$ cat src/rtl/div_result_bcd.sv
// div_result_bcd: captures one quotient/remainder pair from the Divisor stage and converts both
// operands to packed BCD with a one-bit-per-clock shift-add-3 (double-dabble) engine.
// Optional feature macro: DIV_ZERO_CHECK_EN (divide-by-zero flag with blank-code outputs).
module div_result_bcd #(
  parameter int unsigned Nbits  = 4,
  parameter int unsigned DIGITS = 2
) (
  input  logic                  clock,
  input  logic                  reset_n,
  input  logic [Nbits-1:0]      quotient,
  input  logic [Nbits-1:0]      remainder,
  input  logic [Nbits-1:0]      divisor,
  input  logic                  in_valid,
  output logic                  in_ready,
  output logic [4*DIGITS-1:0]   q_bcd,
  output logic [4*DIGITS-1:0]   r_bcd,
  output logic                  err,
  output logic                  out_valid,
  input  logic                  out_ready
);

  localparam int unsigned BcdW = 4 * DIGITS;
  localparam int unsigned CatW = BcdW + Nbits;
  localparam int unsigned CntW = $clog2(Nbits + 1);

  typedef enum logic [1:0] {
    StIdle,
    StShift,
    StDone
  } state_e;

  state_e              state_q;
  logic [CntW-1:0]     cnt_q;
  logic [Nbits-1:0]    q_bin_q;
  logic [Nbits-1:0]    r_bin_q;
  logic [BcdW-1:0]     q_acc_q;
  logic [BcdW-1:0]     r_acc_q;

  logic [CatW-1:0]     q_cat;
  logic [CatW-1:0]     r_cat;

  // Add 3 to every digit >= 5 so the following left shift carries correctly into the next digit.
  function automatic logic [BcdW-1:0] dabble_fix(input logic [BcdW-1:0] acc);
    logic [BcdW-1:0] res;
    res = acc;
    for (int i = 0; i < int'(DIGITS); i++) begin
      if (acc[4*i +: 4] >= 4'd5) begin
        res[4*i +: 4] = acc[4*i +: 4] + 4'd3;
      end
    end
    return res;
  endfunction

  // One double-dabble step for both operands: correct digits, then shift {acc, bin} left by one.
  always_comb begin
    q_cat = {dabble_fix(q_acc_q), q_bin_q} << 1;
    r_cat = {dabble_fix(r_acc_q), r_bin_q} << 1;
  end

`ifdef DIV_ZERO_CHECK_EN
  logic div_zero_q;
  logic err_q;

  assign err = err_q;
`else
  // Divisor only matters for the zero check, which is not built here.
  logic unused_divisor;

  assign unused_divisor = ^divisor;
  assign err            = 1'b0;
`endif

  // Control FSM, working registers and registered outputs.
  always_ff @(posedge clock or negedge reset_n) begin
    if (!reset_n) begin
      state_q    <= StIdle;
      cnt_q      <= '0;
      q_bin_q    <= '0;
      r_bin_q    <= '0;
      q_acc_q    <= '0;
      r_acc_q    <= '0;
      q_bcd      <= '0;
      r_bcd      <= '0;
      in_ready   <= 1'b1;
      out_valid  <= 1'b0;
`ifdef DIV_ZERO_CHECK_EN
      div_zero_q <= 1'b0;
      err_q      <= 1'b0;
`endif
    end else begin
      unique case (state_q)
        StIdle: begin
          if (in_valid) begin
            q_bin_q  <= quotient;
            r_bin_q  <= remainder;
            q_acc_q  <= '0;
            r_acc_q  <= '0;
            cnt_q    <= CntW'(Nbits);
            in_ready <= 1'b0;
            state_q  <= StShift;
`ifdef DIV_ZERO_CHECK_EN
            div_zero_q <= (divisor == '0);
            // A good divisor clears a stale error flag as soon as it is accepted.
            if (divisor != '0) begin
              err_q <= 1'b0;
            end
`endif
          end
        end

        StShift: begin
`ifdef DIV_ZERO_CHECK_EN
          if (div_zero_q) begin
            // Blank code on every nibble; conversion is skipped entirely.
            q_bcd     <= '1;
            r_bcd     <= '1;
            err_q     <= 1'b1;
            out_valid <= 1'b1;
            state_q   <= StDone;
          end else
`endif
          begin
            q_acc_q <= q_cat[CatW-1 -: BcdW];
            q_bin_q <= q_cat[Nbits-1:0];
            r_acc_q <= r_cat[CatW-1 -: BcdW];
            r_bin_q <= r_cat[Nbits-1:0];
            cnt_q   <= cnt_q - 1'b1;
            // Last step: publish the freshly shifted accumulators directly.
            if (cnt_q == CntW'(1)) begin
              q_bcd     <= q_cat[CatW-1 -: BcdW];
              r_bcd     <= r_cat[CatW-1 -: BcdW];
              out_valid <= 1'b1;
              state_q   <= StDone;
            end
          end
        end

        StDone: begin
          if (out_ready) begin
            out_valid <= 1'b0;
            in_ready  <= 1'b1;
            state_q   <= StIdle;
          end
        end

        default: begin
          state_q   <= StIdle;
          in_ready  <= 1'b1;
          out_valid <= 1'b0;
        end
      endcase
    end
  end

endmodule

$ cat config.mk
export PLATFORM = sky130hd
export DESIGN_NAME = div_result_bcd
export DESIGN_NICKNAME = d
export VERILOG_FILES = /design/src/rtl/div_result_bcd.sv
export SDC_FILE = /design/constraint.sdc
export NUM_CORES = 1
export LEC_CHECK = 0
export ABC_AREA = 1
export CORE_MARGIN = 2
export CORE_UTILIZATION = 54
export CTS_CLUSTER_SIZE = 20
export DETAILED_ROUTE_END_ITERATION = 10
export PLACE_DENSITY_LB_ADDON = 0.12
export SLEW_MARGIN = 40
export SYNTH_ARGS = -nofsm -noshare
export SYNTH_HDL_FRONTEND = slang
export SYNTH_SLANG_ARGS = --single-unit
export TNS_END_PERCENT = 1
$ cat constraint.sdc
create_clock -name clock -period 1.7 [get_ports clock]
set_clock_uncertainty 0.2 [all_clocks]
set_input_delay 0.34 -clock clock [delete_from_list [all_inputs] [get_ports clock]]
set_output_delay 0.34 -clock clock [all_outputs]
set_load 0.01 [all_outputs]
==> out/results.txt, run 1 <==
CP delay by family, top = flip-flops
worst hold path type = in -> async
Fmax = 612 MHz
cell area after layout = 0.00283 sq mm
Die Span Y = 70.3 microns
most common cell after layout, fill and taps aside = nand2_1
arrival time worst endpoint = 1090 ps
Synth area leader = dfrtp_1
register bit total from synthesis = 47
Synth area leaders = dfrtp_1 49%, nand2_1 15%, ha_1 5.3%
drt first pass iters = 4
Clock transition at path regs = 90 ps
total number of vias = 1926
global route total overflow = 0
Final HPWL DP = 3470 microns
Antenna Cells = 0
worst vdd ir = 1.05 mV
Gate Count Post-Synth = 281
Routed WL = 4700 microns
post-CTS setup buffer count = 0
Ys Warns = 0
Leakage = 0.00150 uW
full die area = 0.00494 sq mm
RSZ-0062 raised after global routing = false
critical path data required time = 1160 ps
WHS = 219 ps
clock sinks = 47
Initial Util = 55.2%
Mapped Area = 0.00237 sq mm
global-route wire length before repair = 8380 microns
vias in the first global route = 1948
P per Cell Area = 1960 mW/mm^2
Finished Layout Cells = 371
outcome = completed
Synthesized Nets = 307
final-report hold violation count = 0
initial antenna violation count = 0
Worst path max stage delay = 530 ps
IO Pins = 35
total track usage = 21.4%
critical path peak fanout = 2
num rows = 24
CTS tree = built
post-layout minimum cycle time = 1630 ps
post-route setup TNS = 0 ps
Synth top area share = 48.5%
final core utilization = 65.8%
final antenna-violating net count = 0
Port Buf Inserts = 29
core area = 0.00429 sq mm
crit start category = flop
proportion of layout cells with a drive suffix above 1 = 12.5%
synth-to-layout area growth = 19.1%
Max Buffers Root-to-Sink = 2
final setup vio count = 0
placed inst area = 0.00273 sq mm
crit-path cells = dlygate4sd2_1
DR DRC count = 0
post-synth cell types = 23
crit path buf inv count = 1
Vias/cell = 5.19
CTS Buf Count = 5
Clk Latency, worst-skew pair = 310 ps
drt wl/cell = 12.7 microns
GP Congestion = 0.862
register area share after synthesis = 49.6%
filler instances = 367
most frequent cells in the layout = 93 x nand2_1, 46 x dfrtp_1, 33 x inv_1
Slew Viols, Final = 0
Max Cap Viol = 0
WS Path Type = reg -> out
largest net degree at the start of global routing = 18
final worst path period share = 96.1%
Placed Cells incl. Taps = 362
slowest cell on the critical path = dfstp_2
Layout Nets = 344
element type at the critical path end = output port
Post-Syn Area per Cell = 8.44 sq um
Root Buffer = clkbuf_8
Starting DRT DRC Count = 90
Horiz. Die Dim = 70.3 microns
H-tree depth = 2
-- cell usage after synthesis --
master	number
o22ai_1	6
nand4_1	6
a21oi_1	2
nor2_2	2
nor2_1	5
dfstp_2	1
o21ai_1	14
nand2_4	3
buf_4	4
inv_2	2
nand3_1	21
conb_1	1
buf_2	2
nand3_2	9
inv_4	2
nand2_2	1
buf_8	1
ha_1	10
o21ai_0	14
inv_1	33
nand2_1	94
buf_6	2
dfrtp_1	46
-- repair_timing --
action,4_1_cts,5_1_grt
hold buffers,1,0
cloned,0,0
resized for setup,18,3
setup endpoints to repair,18,5
hold endpoints to repair,31,0
-- power breakdown --
group | internal, uW | switching (uW) | leakage, uW
clock | 370 | 384 | 0.0000505
sequential | 1650 | 302 | 0.000594
combinational | 1070 | 1770 | 0.000852
-- through the flow --
| step | power [uW] | setup slack, ps |
|---|---|---|
| 2_1_floorplan | 3990 | 290 |
| 3_3_place_gp | 4800 | 42.0 |
| 3_5_place_dp | 4930 | 9.30 |
| 4_1_cts | 5550 | 55.9 |
| 5_1_grt | 6050 | 14.4 |
| 6_report | 5540 | 66.1 |
-- cell families (layout without fill, tap and decap cells) --
group           Yosys count  after routing  synth area share, %
simple gates            141            141                 27.7
flops                    47             47                 49.6
other cells               1              1                0.158
compound gates           36             36                 7.91
buf+inv                  46             84                 9.34
fa+ha+maj                10             10                 5.27
-- path summary, 6_finish.rpt --
kind / startpoint / endpoint / slack (ps) / cells after the start
worst min register to register: in_ready / in_ready / 260 / 2
worst max register to register: q_acc_q[0] / q_acc_q[1] / 160 / 8
min in group clock: in_ready / in_ready / 260 / 2
worst max-delay path: in_ready / in_ready / 70 / 1
worst min-delay path: reset_n / q_bcd[7] / 220 / 2
max in group asynchronous: reset_n / q_bcd[4] / 590 / 3
-- flip-flops by register name, summed over array words and instances (netlist names) --
signal and count:
q_acc_q 8, out_valid 1, cnt_q 3, q_bin_q 4
state_q 2, q_bcd 8, in_ready 1, r_acc_q 8
r_bcd 8, r_bin_q 4
-- final cells by class --
class,count,area (sq um),share of cell area (%)
clock buffers,7,96.3,3.41
clock inverters,1,7.51,0.266
inverters,37,146,5.18
multi-input cells,188,981,34.7
flip-flops and latches,47,1180,41.7
well taps,52,65.1,2.30
repair buffers,39,353,12.5
-- routing by layer --
metal  up-vias  wire length, microns  track usage, %
li1        970                     -               -
met1       920                  2090            25.8
met2        26                  2380            37.2
met3        10                   120            3.46
met4         0                   108            9.83
met5         -                     0               0
Power figures use the tool's default switching activity.
==> run 2, diff against run 1 <==
- ABC_AREA: 1 -> default
- CORE_UTILIZATION: 54 -> 57
- clock period: 1.7 -> 1.9 ns (I/O delays scaled with it)
==> out/results.txt, run 2 <==
Placed Cells incl. Taps = 308 (-15%)
Worst path max stage delay = 410 ps (-120 ps)
Synthesized Nets = 256 (-17%)
filler instances = 293 (-20%)
Ys Warns = 0 (unchanged)
post-route setup TNS = 0 ps (unchanged)
total number of vias = 1679 (-13%)
Synth area leaders = dfrtp_1 51%, o21ai_0 9.1%, nand2_1 6.7%
most common cell in the synthesized netlist = dfrtp_1
crit start category = flop
Initial Util = 60.2% (+4.9 points)
Antenna Cells = 0 (unchanged)
r2r endpoint = q_bcd[6]
critical path peak fanout = 5 (+3)
total track usage = 20.9% (-0.49 points)
Finished Layout Cells = 316 (-15%)
CTS tree = built
vias in the first global route = 1569 (-19%)
ys async rst share = 100% (unchanged)
Flop pwr share = 39.3% (+4.1 points)
core area = 0.00374 sq mm (-13%)
Clock transition at path regs = 80 ps (about the same)
register area share after synthesis = 52.2% (+2.6 points)
CTS Buf Count = 5 (unchanged)
most frequent cells in the layout = 46 x dfrtp_1, 41 x o21ai_0, 40 x nand2_1
most common cell after layout, fill and taps aside = dfrtp_1
num rows = 22 (-8.3%)
Routed WL = 4000 microns (-15%)
P per Cell Area = 1620 mW/mm^2 (-17%)
Root Buffer = clkbuf_8
final antenna-violating net count = 0 (unchanged)
final setup vio count = 0 (unchanged)
crit path buf inv count = 1 (unchanged)
Slew Viols, Final = 0 (unchanged)
Critical R2R Launch = q_acc_q[4]
element type at the critical path end = flop
outcome = completed
final worst path period share = 93.9%
drt first pass iters = 4 (unchanged)
hold endpoint = r_bcd[3]
Gate Count Post-Synth = 230 (-18%)
Starting DRT DRC Count = 103 (+14%)
Post-Syn Area per Cell = 9.80 sq um (+16%)
Mapped Area = 0.00225 sq mm (-5.0%)
Layout Nets = 294 (-15%)
Synth area leader = dfrtp_1
full die area = 0.00447 sq mm (-9.5%)
global route total overflow = 0 (unchanged)
Clk Latency, worst-skew pair = 290 ps (-20 ps)
register bit total from synthesis = 47 (unchanged)
CP delay by family, top = flip-flops
Die Span Y = 66.9 microns (-4.8%)
crit-path cells = inv_1 -> ha_2 -> nand2b_1 -> a21oi_2 -> mux2_2 -> o21ai_0
global-route wire length before repair = 6940 microns (-17%)
combinational power share = 45.6% (-5.6 points)
Port Buf Inserts = 29 (unchanged)
clock sinks = 47 (unchanged)
Synth top area share = 51.1% (+2.6 points)
placed inst area = 0.00265 sq mm (-2.9%)
Vias/cell = 5.31 (+2.3%)
Fmax = 560 MHz
largest net degree at the start of global routing = 30 (+12)
Commonest cells post-synth = 46 x dfrtp_1, 41 x o21ai_0, 40 x nand2_1
post-layout minimum cycle time = 1780 ps
ys flop type = dfrtp_1
Horiz. Die Dim = 66.9 microns (-4.8%)
initial antenna violation count = 0 (unchanged)
WS Path Type = reg -> reg
cell area after layout = 0.00277 sq mm (-2.1%)
Max Cap Viol = 0 (unchanged)
GP Congestion = 0.795 (-7.9%)
final-report hold violation count = 0 (unchanged)
P_sw = 1640 uW (-33%)
Clock power frac = 15.2% (+1.6 points)
r2r setup slk = 120 ps (-40 ps)
P_int = 2850 uW (-7.6%)
worst vdd ir = 0.995 mV (-4.8%)
slowest cell on the critical path = dfrtp_1
drt wl/cell = 12.6 microns (-0.18%)
hold_sp = r_bcd[3]
DR DRC count = 0 (unchanged)
post-synth cell types = 29 (+26%)
reg2reg path depth = 6 (-2)
Max Buffers Root-to-Sink = 2 (unchanged)
critical path data required time = 1910 ps (+750 ps)
H-tree depth = 2 (unchanged)
EDFF count, synth = 0 (unchanged)
Sw Share = 36.5% (-7.8 points)
worst hold path type = reg -> reg
Hold Path Cell Cnt = 2
synth-to-layout area growth = 22.8%
arrival time worst endpoint = 1790 ps (+700 ps)
IO Pins = 35 (unchanged)
Leakage = 0.00125 uW (-17%)
Final HPWL DP = 2820 microns (-19%)
proportion of layout cells with a drive suffix above 1 = 11.6% (-0.97 points)
[run 2: changes by cell type after synthesis, sizes merged, moves of 7 or more]
cell	delta
o21ai	+13
inv	-27
nor2b	+7
nand3	-26
a21oi	+16
nand2	-57
[run 2: worst reg2reg max path: cells and delay by family (launching register included)]
family	cells	cell delay (ps)
buffers and inverters	1	100
AO/OA/AOI/OAI	2	340
multiplexers	1	360
adder cells (fa/ha/maj)	1	220
AND/OR/NAND/NOR	1	80
flip-flops	1	410
[run 2: final cells by class]
class,count,area (sq um),share of cell area (%)
repair buffers,42,409,14.8
inverters,10,37.5,1.36
clock buffers,6,72.6,2.62
multi-input cells,162,980,35.4
flip-flops and latches,47,1180,42.6
clock inverters,1,30.0,1.09
well taps,48,60.1,2.17
[run 2: metal layers]
| layer | GRT usage [%] | part of all wire [%] |
|---|---|---|
| met1 | 26.2 | 47 |
| met2 | 35.4 | 49 |
| met3 | 5.57 | 2.7 |
| met4 | 6.12 | 1.4 |
| met5 | 0 | 0 |
[run 2: power by group through the flow]
stage               Sequential (uW)  Combinational, uW  Clock [uW]
floorplan                      1750               1290           0
global placement               1750               1990           0
detailed placement             1770               2050           0
CTS                            1750               2060         709
global route                   1820               2310         756
finish                         1760               2040         680
[run 2: how the worst max path moves through the flow]
stage | start | depth (start not counted) | slack [ps] | to
floorplan | q_acc_q[0] | 6 | 180 | q_acc_q[2]
CTS | q_acc_q[4] | 6 | 60 | q_bcd[6]
detailed placement | q_acc_q[4] | 6 | 80 | q_bcd[6]
finish | q_acc_q[4] | 6 | 120 | q_bcd[6]
global placement | q_acc_q[4] | 6 | 110 | q_acc_q[6]
global route | q_acc_q[4] | 6 | -20 | q_acc_q[6]
[run 2: cell families after synthesis]
kind of cell | synth area share, %
flops | 52.2
fa+ha+maj | 5.55
other cells | 0.166
buf+inv | 4.72
mux | 3.16
compound gates | 15.8
simple gates | 16.8
xor+xnor | 1.55
[run 2: what timing repair did]
action,in CTS,in global routing
gates resized for setup,1,3
buffers inserted,0,0
endpoints found under the setup margin,1,4
hold buffers,1,0
hold endpoints to repair,17,0
pin swaps,0,0
[run 2: through the flow]
| stage | utilization, % | hold slack (ps) | worst slack [ps] | total power [uW] |
|---|---|---|---|---|
| global placement | 70.7 | 150 | 110 | 3740 |
| global route | 73.9 | 301 | -16.0 | 4890 |
| finish | 73.9 | 278 | 115 | 4480 |
| CTS | 73.6 | 288 | 55.1 | 4520 |
| detailed placement | 70.7 | 148 | 82.3 | 3820 |
| floorplan | - | -116 | 178 | 3040 |
